==> config.mk <==
export PLATFORM = sky130hd
export DESIGN_NAME = alu_icc_pipe
export DESIGN_NICKNAME = d
export VERILOG_FILES = /design/src/rtl/alu_icc_pipe.sv
export SDC_FILE = /design/constraint.sdc
export NUM_CORES = 1
export LEC_CHECK = 0
export BUFFER_PORTS_ARGS = -buffer_cell sky130_fd_sc_hd__buf_4
export CAP_MARGIN = 20
export CORE_MARGIN = 1
export CORE_UTILIZATION = 25
export DETAILED_ROUTE_END_ITERATION = 10
export SLEW_MARGIN = 20
export SYNTH_ARGS = -nofsm -noshare
export SYNTH_HDL_FRONTEND = slang
export SYNTH_SLANG_ARGS = --single-unit
==> constraint.sdc <==
create_clock -name clk -period 8.3 [get_ports clk]
set_input_delay 1.245 -clock clk [delete_from_list [all_inputs] [get_ports clk]]
set_output_delay 1.245 -clock clk [all_outputs]
set_load 0.05 [all_outputs]
==> src/rtl/alu_icc_pipe.sv <==
// Registered SPARC-style integer ALU that owns the icc flags {N,Z,V,C}.
// Define ALU_MUL_EN to add UMUL/SMUL via an iterative shift-add unit and y_hi.
module alu_icc_pipe #(
    parameter int         WIDTH   = 32,
    parameter int         SHAMT_W = $clog2(WIDTH),
    parameter logic [3:0] ICC_RST = 4'b0000
) (
    input  logic             clk,
    input  logic             rst,
    input  logic             in_valid,
    output logic             in_ready,
    input  logic [5:0]       opcode,
    input  logic [WIDTH-1:0] a,
    input  logic [WIDTH-1:0] b,
    output logic             out_valid,
    input  logic             out_ready,
    output logic [WIDTH-1:0] result,
    output logic             out_err,
    output logic [3:0]       icc,
    input  logic             icc_we,
    input  logic [3:0]       icc_wdata
`ifdef ALU_MUL_EN
    ,
    output logic [WIDTH-1:0] y_hi
`endif
);

    localparam int M = WIDTH - 1;

    logic             r_valid;
    logic [WIDTH-1:0] r_result;
    logic             r_err;
    logic [3:0]       r_icc;

    logic             w_free;
    logic             w_acc;
    logic             w_cin;
    logic [WIDTH:0]   w_sum;
    logic [WIDTH:0]   w_dif;
    logic [WIDTH-1:0] w_sra;
    logic [SHAMT_W-1:0] w_shamt;
    logic [WIDTH-1:0] w_res;
    logic             w_err;
    logic             w_v;
    logic             w_c;
    logic             w_upd;
    logic             w_is_mul;
    logic             w_mul_done;

    // ADDX/SUBX chain through the registered carry
    assign w_cin   = opcode[3] & r_icc[0];
    assign w_sum   = {1'b0, a} + {1'b0, b} + {{WIDTH{1'b0}}, w_cin};
    assign w_dif   = {1'b0, a} - {1'b0, b} - {{WIDTH{1'b0}}, w_cin};
    assign w_shamt = b[SHAMT_W-1:0];
    assign w_sra   = $unsigned($signed(a) >>> w_shamt);
    assign w_free  = !r_valid || out_ready;
    assign w_acc   = in_valid && in_ready;

    always_comb begin
        w_res    = '0;
        w_err    = 1'b0;
        w_v      = 1'b0;
        w_c      = 1'b0;
        w_is_mul = 1'b0;
        if (!opcode[5]) begin
            unique case (opcode[3:0])
                4'b0000, 4'b1000: begin
                    w_res = w_sum[M:0];
                    w_c   = w_sum[WIDTH];
                    w_v   = (a[M] == b[M]) && (w_sum[M] != a[M]);
                end
                4'b0100, 4'b1100: begin
                    w_res = w_dif[M:0];
                    w_c   = w_dif[WIDTH];
                    w_v   = (a[M] != b[M]) && (w_dif[M] != a[M]);
                end
                4'b0001: w_res = a & b;
                4'b0101: w_res = a & ~b;
                4'b0010: w_res = a | b;
                4'b0110: w_res = a | ~b;
                4'b0011: w_res = a ^ b;
                4'b0111: w_res = ~(a ^ b);
`ifdef ALU_MUL_EN
                4'b1010, 4'b1011: w_is_mul = 1'b1;
`endif
                default: w_err = 1'b1;
            endcase
        end else begin
            unique case (opcode)
                6'b100101: w_res = a << w_shamt;
                6'b100110: w_res = a >> w_shamt;
                6'b100111: w_res = w_sra;
                default:   w_err = 1'b1;
            endcase
        end
    end

    assign w_upd = !opcode[5] && opcode[4] && !w_err && !w_is_mul;

`ifdef ALU_MUL_EN
    typedef enum logic [1:0] {S_IDLE, S_MUL, S_DONE} state_t;

    state_t               r_state;
    state_t               w_state_nxt;
    logic [SHAMT_W-1:0]   r_cnt;
    logic [2*WIDTH-1:0]   r_mcand;
    logic [WIDTH-1:0]     r_mplr;
    logic [2*WIDTH-1:0]   r_prod;
    logic                 r_neg;
    logic                 r_s;
    logic [WIDTH-1:0]     r_y_hi;
    logic                 w_smul;
    logic [WIDTH-1:0]     w_amag;
    logic [WIDTH-1:0]     w_bmag;
    logic [2*WIDTH-1:0]   w_prod;

    assign w_smul   = opcode[0];
    assign w_amag   = (w_smul && a[M]) ? -a : a;
    assign w_bmag   = (w_smul && b[M]) ? -b : b;
    assign w_prod   = r_neg ? -r_prod : r_prod;
    assign in_ready = w_free && (r_state == S_IDLE);
    assign w_mul_done = (r_state == S_DONE) && w_free;
    assign y_hi     = r_y_hi;

    always_comb begin
        w_state_nxt = r_state;
        unique case (r_state)
            S_IDLE:  if (w_acc && w_is_mul) w_state_nxt = S_MUL;
            S_MUL:   if (r_cnt == '0) w_state_nxt = S_DONE;
            S_DONE:  if (w_free) w_state_nxt = S_IDLE;
            default: w_state_nxt = S_IDLE;
        endcase
    end

    always_ff @(posedge clk or posedge rst) begin
        if (rst) r_state <= S_IDLE;
        else     r_state <= w_state_nxt;
    end

    // Unsigned shift-add on magnitudes; sign restored at the end for SMUL
    always_ff @(posedge clk or posedge rst) begin
        if (rst) begin
            r_cnt   <= '0;
            r_mcand <= '0;
            r_mplr  <= '0;
            r_prod  <= '0;
            r_neg   <= 1'b0;
            r_s     <= 1'b0;
            r_y_hi  <= '0;
        end else begin
            if (w_acc && w_is_mul) begin
                r_cnt   <= SHAMT_W'(WIDTH - 1);
                r_mcand <= {{WIDTH{1'b0}}, w_amag};
                r_mplr  <= w_bmag;
                r_prod  <= '0;
                r_neg   <= w_smul && (a[M] ^ b[M]);
                r_s     <= opcode[4];
            end else if (r_state == S_MUL) begin
                if (r_mplr[0]) r_prod <= r_prod + r_mcand;
                r_mcand <= r_mcand << 1;
                r_mplr  <= r_mplr >> 1;
                r_cnt   <= r_cnt - 1'b1;
            end
            if (w_mul_done) r_y_hi <= w_prod[2*WIDTH-1:WIDTH];
        end
    end
`else
    assign in_ready   = w_free;
    assign w_mul_done = 1'b0;
`endif

    always_ff @(posedge clk or posedge rst) begin
        if (rst) begin
            r_valid  <= 1'b0;
            r_result <= '0;
            r_err    <= 1'b0;
        end else if (w_acc && !w_is_mul) begin
            r_valid  <= 1'b1;
            r_result <= w_res;
            r_err    <= w_err;
`ifdef ALU_MUL_EN
        end else if (w_mul_done) begin
            r_valid  <= 1'b1;
            r_result <= w_prod[M:0];
            r_err    <= 1'b0;
`endif
        end else if (out_ready) begin
            r_valid  <= 1'b0;
        end
    end

    always_ff @(posedge clk or posedge rst) begin
        if (rst) begin
            r_icc <= ICC_RST;
        end else if (icc_we) begin
            r_icc <= icc_wdata;
        end else if (w_acc && w_upd) begin
            r_icc <= {w_res[M], w_res == '0, w_v, w_c};
`ifdef ALU_MUL_EN
        end else if (w_mul_done && r_s) begin
            r_icc <= {w_prod[M], w_prod[M:0] == '0, 2'b00};
`endif
        end
    end

    assign out_valid = r_valid;
    assign result    = r_result;
    assign out_err   = r_err;
    assign icc       = r_icc;

endmodule

==> impl_metrics.ini <==
[pwr]
comb_power_share_pct = 69.8
internal_power_w = 0.000786
ir_drop_mv = 0.118
clockPowerShare_pct = 15.7
power.switching_w = 0.000859
powerDensity_nw_per_um2 = 118
power_leakage_nw = 5.69
power_frac_seq_pct = 14.5
p_sw_share_pct = 52.2

[timing]
finalHoldViolCount = 0
post-route-min-period_ns = 5.87
drv_slew = 0
fmax_ghz = 0.170
slew_headroom_pct = 33.9
tns_ns = 0
rsz0062_at_grt = false
min_period_over_period_pct = 70.7
setup_viol = 0
hold_slack_ns = 0.478
worst_pin_slew_ns = 0.989
clock_skew_ns = 0.00491

[clock_tree]
cts_max_level = 2
cts_buffers = 5
cts_sinks = 38
root_buffer = clkbuf_16
clockBufferDepth = 2
clkLatencyLatePin_ns = 0.29
clk_pin_slew_ns = 0.06
cts_setup_buffers = 0
tritoncts = done
hold_buffers = 0
cts_resized = 0

[placement]
hpwl_um = 50400
io_buffers = 117
placed_area_um2 = 13800
gp_congestion = 1.02

[finish]
nNetsFinal = 1891
area_growth_pct = 11.7
drive_above_1_share_pct = 15.6
final_util_pct = 28.4
num_antenna_cells = 0
final_area_um2 = 14000
final_common_cell = buf_4
final_cell_mix = buf_4, nand2_1, nor2_1

[yosys]
ys_async_sr_fraction_pct = 100
yosys.area.top_type_share_pct = 9.40
synth_cell_types = 94
synth_top_cell_by_area = ha_1
synth_warnings = 0
synth.cell_area_um2 = 12500
synth_area_leaders = ha_1, dfrtp_1, mux2i_1, mux4_2, a21oi_1
synth_seq_cells = 38
syn_nets = 1887
synth-edff-count = 0
syn_area_per_cell_um2 = 7.32
yosysSeqAreaShare_pct = 7.60
syn_inst = 1710
synth_flop_cell = dfrtp_1

[die]
die_h_um = 226
die_area_um2 = 51000
fp.coreArea_um2 = 49200
floorplan.rows = 81
fp.dieW_um = 226
start_util_pct = 25.5
io_pins = 118

[drt]
vias_per_cell = 6.13
postRouteAntennaNets = 0
via_count = 14584
wl_per_cell_um = 27.0
first_pass_iters = 5
dr.first_iter.drc_count = 1907
drc = 0
routed_wl_um = 64200

[worst_setup_path]
cp-start-kind = input pin
critPathMaxFanout = 52
cp_data_required_time_ns = 8.52
worstSetupPathType = input pin to flip-flop
endpoint_kind = flip-flop
cp_data_arrival_time_ns = 6.09

[global_route]
grt_pass1_vias = 13460
antenna_found_initial = 0
grtUsageTotal_pct = 24.4
grt_max_degree = 54
gr-total-overflow = 0
grt_pass1_wl_um = 93300

[run]
drv_cap = 0

[worst_hold_path]
hp-class = flip-flop to flip-flop

[outcome]
status = complete, no violations
[cell families (layout without fill, tap and decap cells)]
logic type	count (synthesis)	count (layout)	share of synthesized area (%)
AO/OA/AOI/OAI	593	593	33.3
XOR/XNOR	76	76	5.32
adder cells (fa/ha/maj)	98	98	10.0
buffers and inverters	261	266	8.83
flip-flops	38	38	7.60
multiplexers	151	151	15.9
AND/OR/NAND/NOR	493	493	19.0
[worst max-delay path, stage by stage]
cell	delay, ns
buf_4	0.53
inv_1	0.54
ha_1	0.37
nor4b_1	0.40
a22oi_1	0.25
a2bb2oi_1	0.42
and2_1	0.28
o31ai_1	0.11
xor2_1	0.14
a311oi_1	0.82
nand4_1	0.16
or4_1	0.50
nand4bb_1	0.21
nand2_1	0.08
[routing by layer]
| layer | track usage, % | wire length, um |
|---|---|---|
| met5 | 0 | 0 |
| met4 | 7.53 | 2280 |
| met3 | 3.90 | 6520 |
| met2 | 36.9 | 27200 |
| met1 | 35.1 | 28200 |
[metrics by stage]
step | setup slack (ns) | total power [W] | std cells
3_5_place_dp | 2.27 | 0.00136 | 2371
4_1_cts | 2.56 | 0.00162 | 2379
5_1_grt | 2.30 | 0.00173 | 2379
2_1_floorplan | 2.95 | 0.00101 | 1710
6_report | 2.43 | 0.00164 | 2379
3_3_place_gp | 2.27 | 0.00135 | 2371
[Yosys cell counts, types with 12 or more instances]
cell	instances
nor2b_1	25
nor2_1	135
a31oi_1	19
xnor2_1	50
a21o_1	21
dfrtp_1	38
o31ai_1	16
o21a_1	12
ha_1	94
buf_2	34
xor2_1	26
o21ai_0	121
inv_1	108
clkbuf_1	95
nand2b_1	20
nand3_1	45
mux2i_1	78
mux2_2	36
nor3_1	38
a211oi_1	29
nand4_1	13
mux4_2	34
nand2_1	136
a22oi_1	23
a21oi_1	121
o211ai_1	27
o22ai_1	38
[sequential cells by signal, indices dropped and copies added (netlist names)]
name / cells
icc: 4
out_valid: 1
result: 32
out_err: 1
[power by group through the flow]
stage | Combinational (W) | Clock [W] | Sequential (W)
2_1_floorplan | 0.000679 | 0 | 0.000326
3_3_place_gp | 0.00111 | 0 | 0.000240
3_5_place_dp | 0.00112 | 0 | 0.000240
4_1_cts | 0.00112 | 0.000261 | 0.000236
5_1_grt | 0.00122 | 0.000267 | 0.000239
6_report | 0.00115 | 0.000258 | 0.000238
[worst paths after layout]
path / start / endpoint / slack (ns) / depth (start not counted)
worst max-delay path: b[1] / icc[2]$_DFFE_PP0P_ / 2.43 / 14
worst min-delay path: result[23]$_DFFE_PP0P_ / result[23]$_DFFE_PP0P_ / 0.48 / 2
worst max register to register: icc[0]$_DFFE_PP0P_ / icc[2]$_DFFE_PP0P_ / 3.46 / 16
worst min register to register: result[23]$_DFFE_PP0P_ / result[23]$_DFFE_PP0P_ / 0.48 / 2
max in group asynchronous: rst / result[20]$_DFFE_PP0P_ / 6.86 / 3
min in group asynchronous: rst / result[26]$_DFFE_PP0P_ / 1.09 / 3
[cell type report]
type,instances,area [um^2]
clock buffer,5,125
clock inverter,3,68.8
fill,5398,35200
inverter,111,417
multi-input combinational,1411,10500
sequential,38,951
tap,664,831
timing repair buffer,147,1100
No activity file was read; power rests on OpenSTA's default activity.
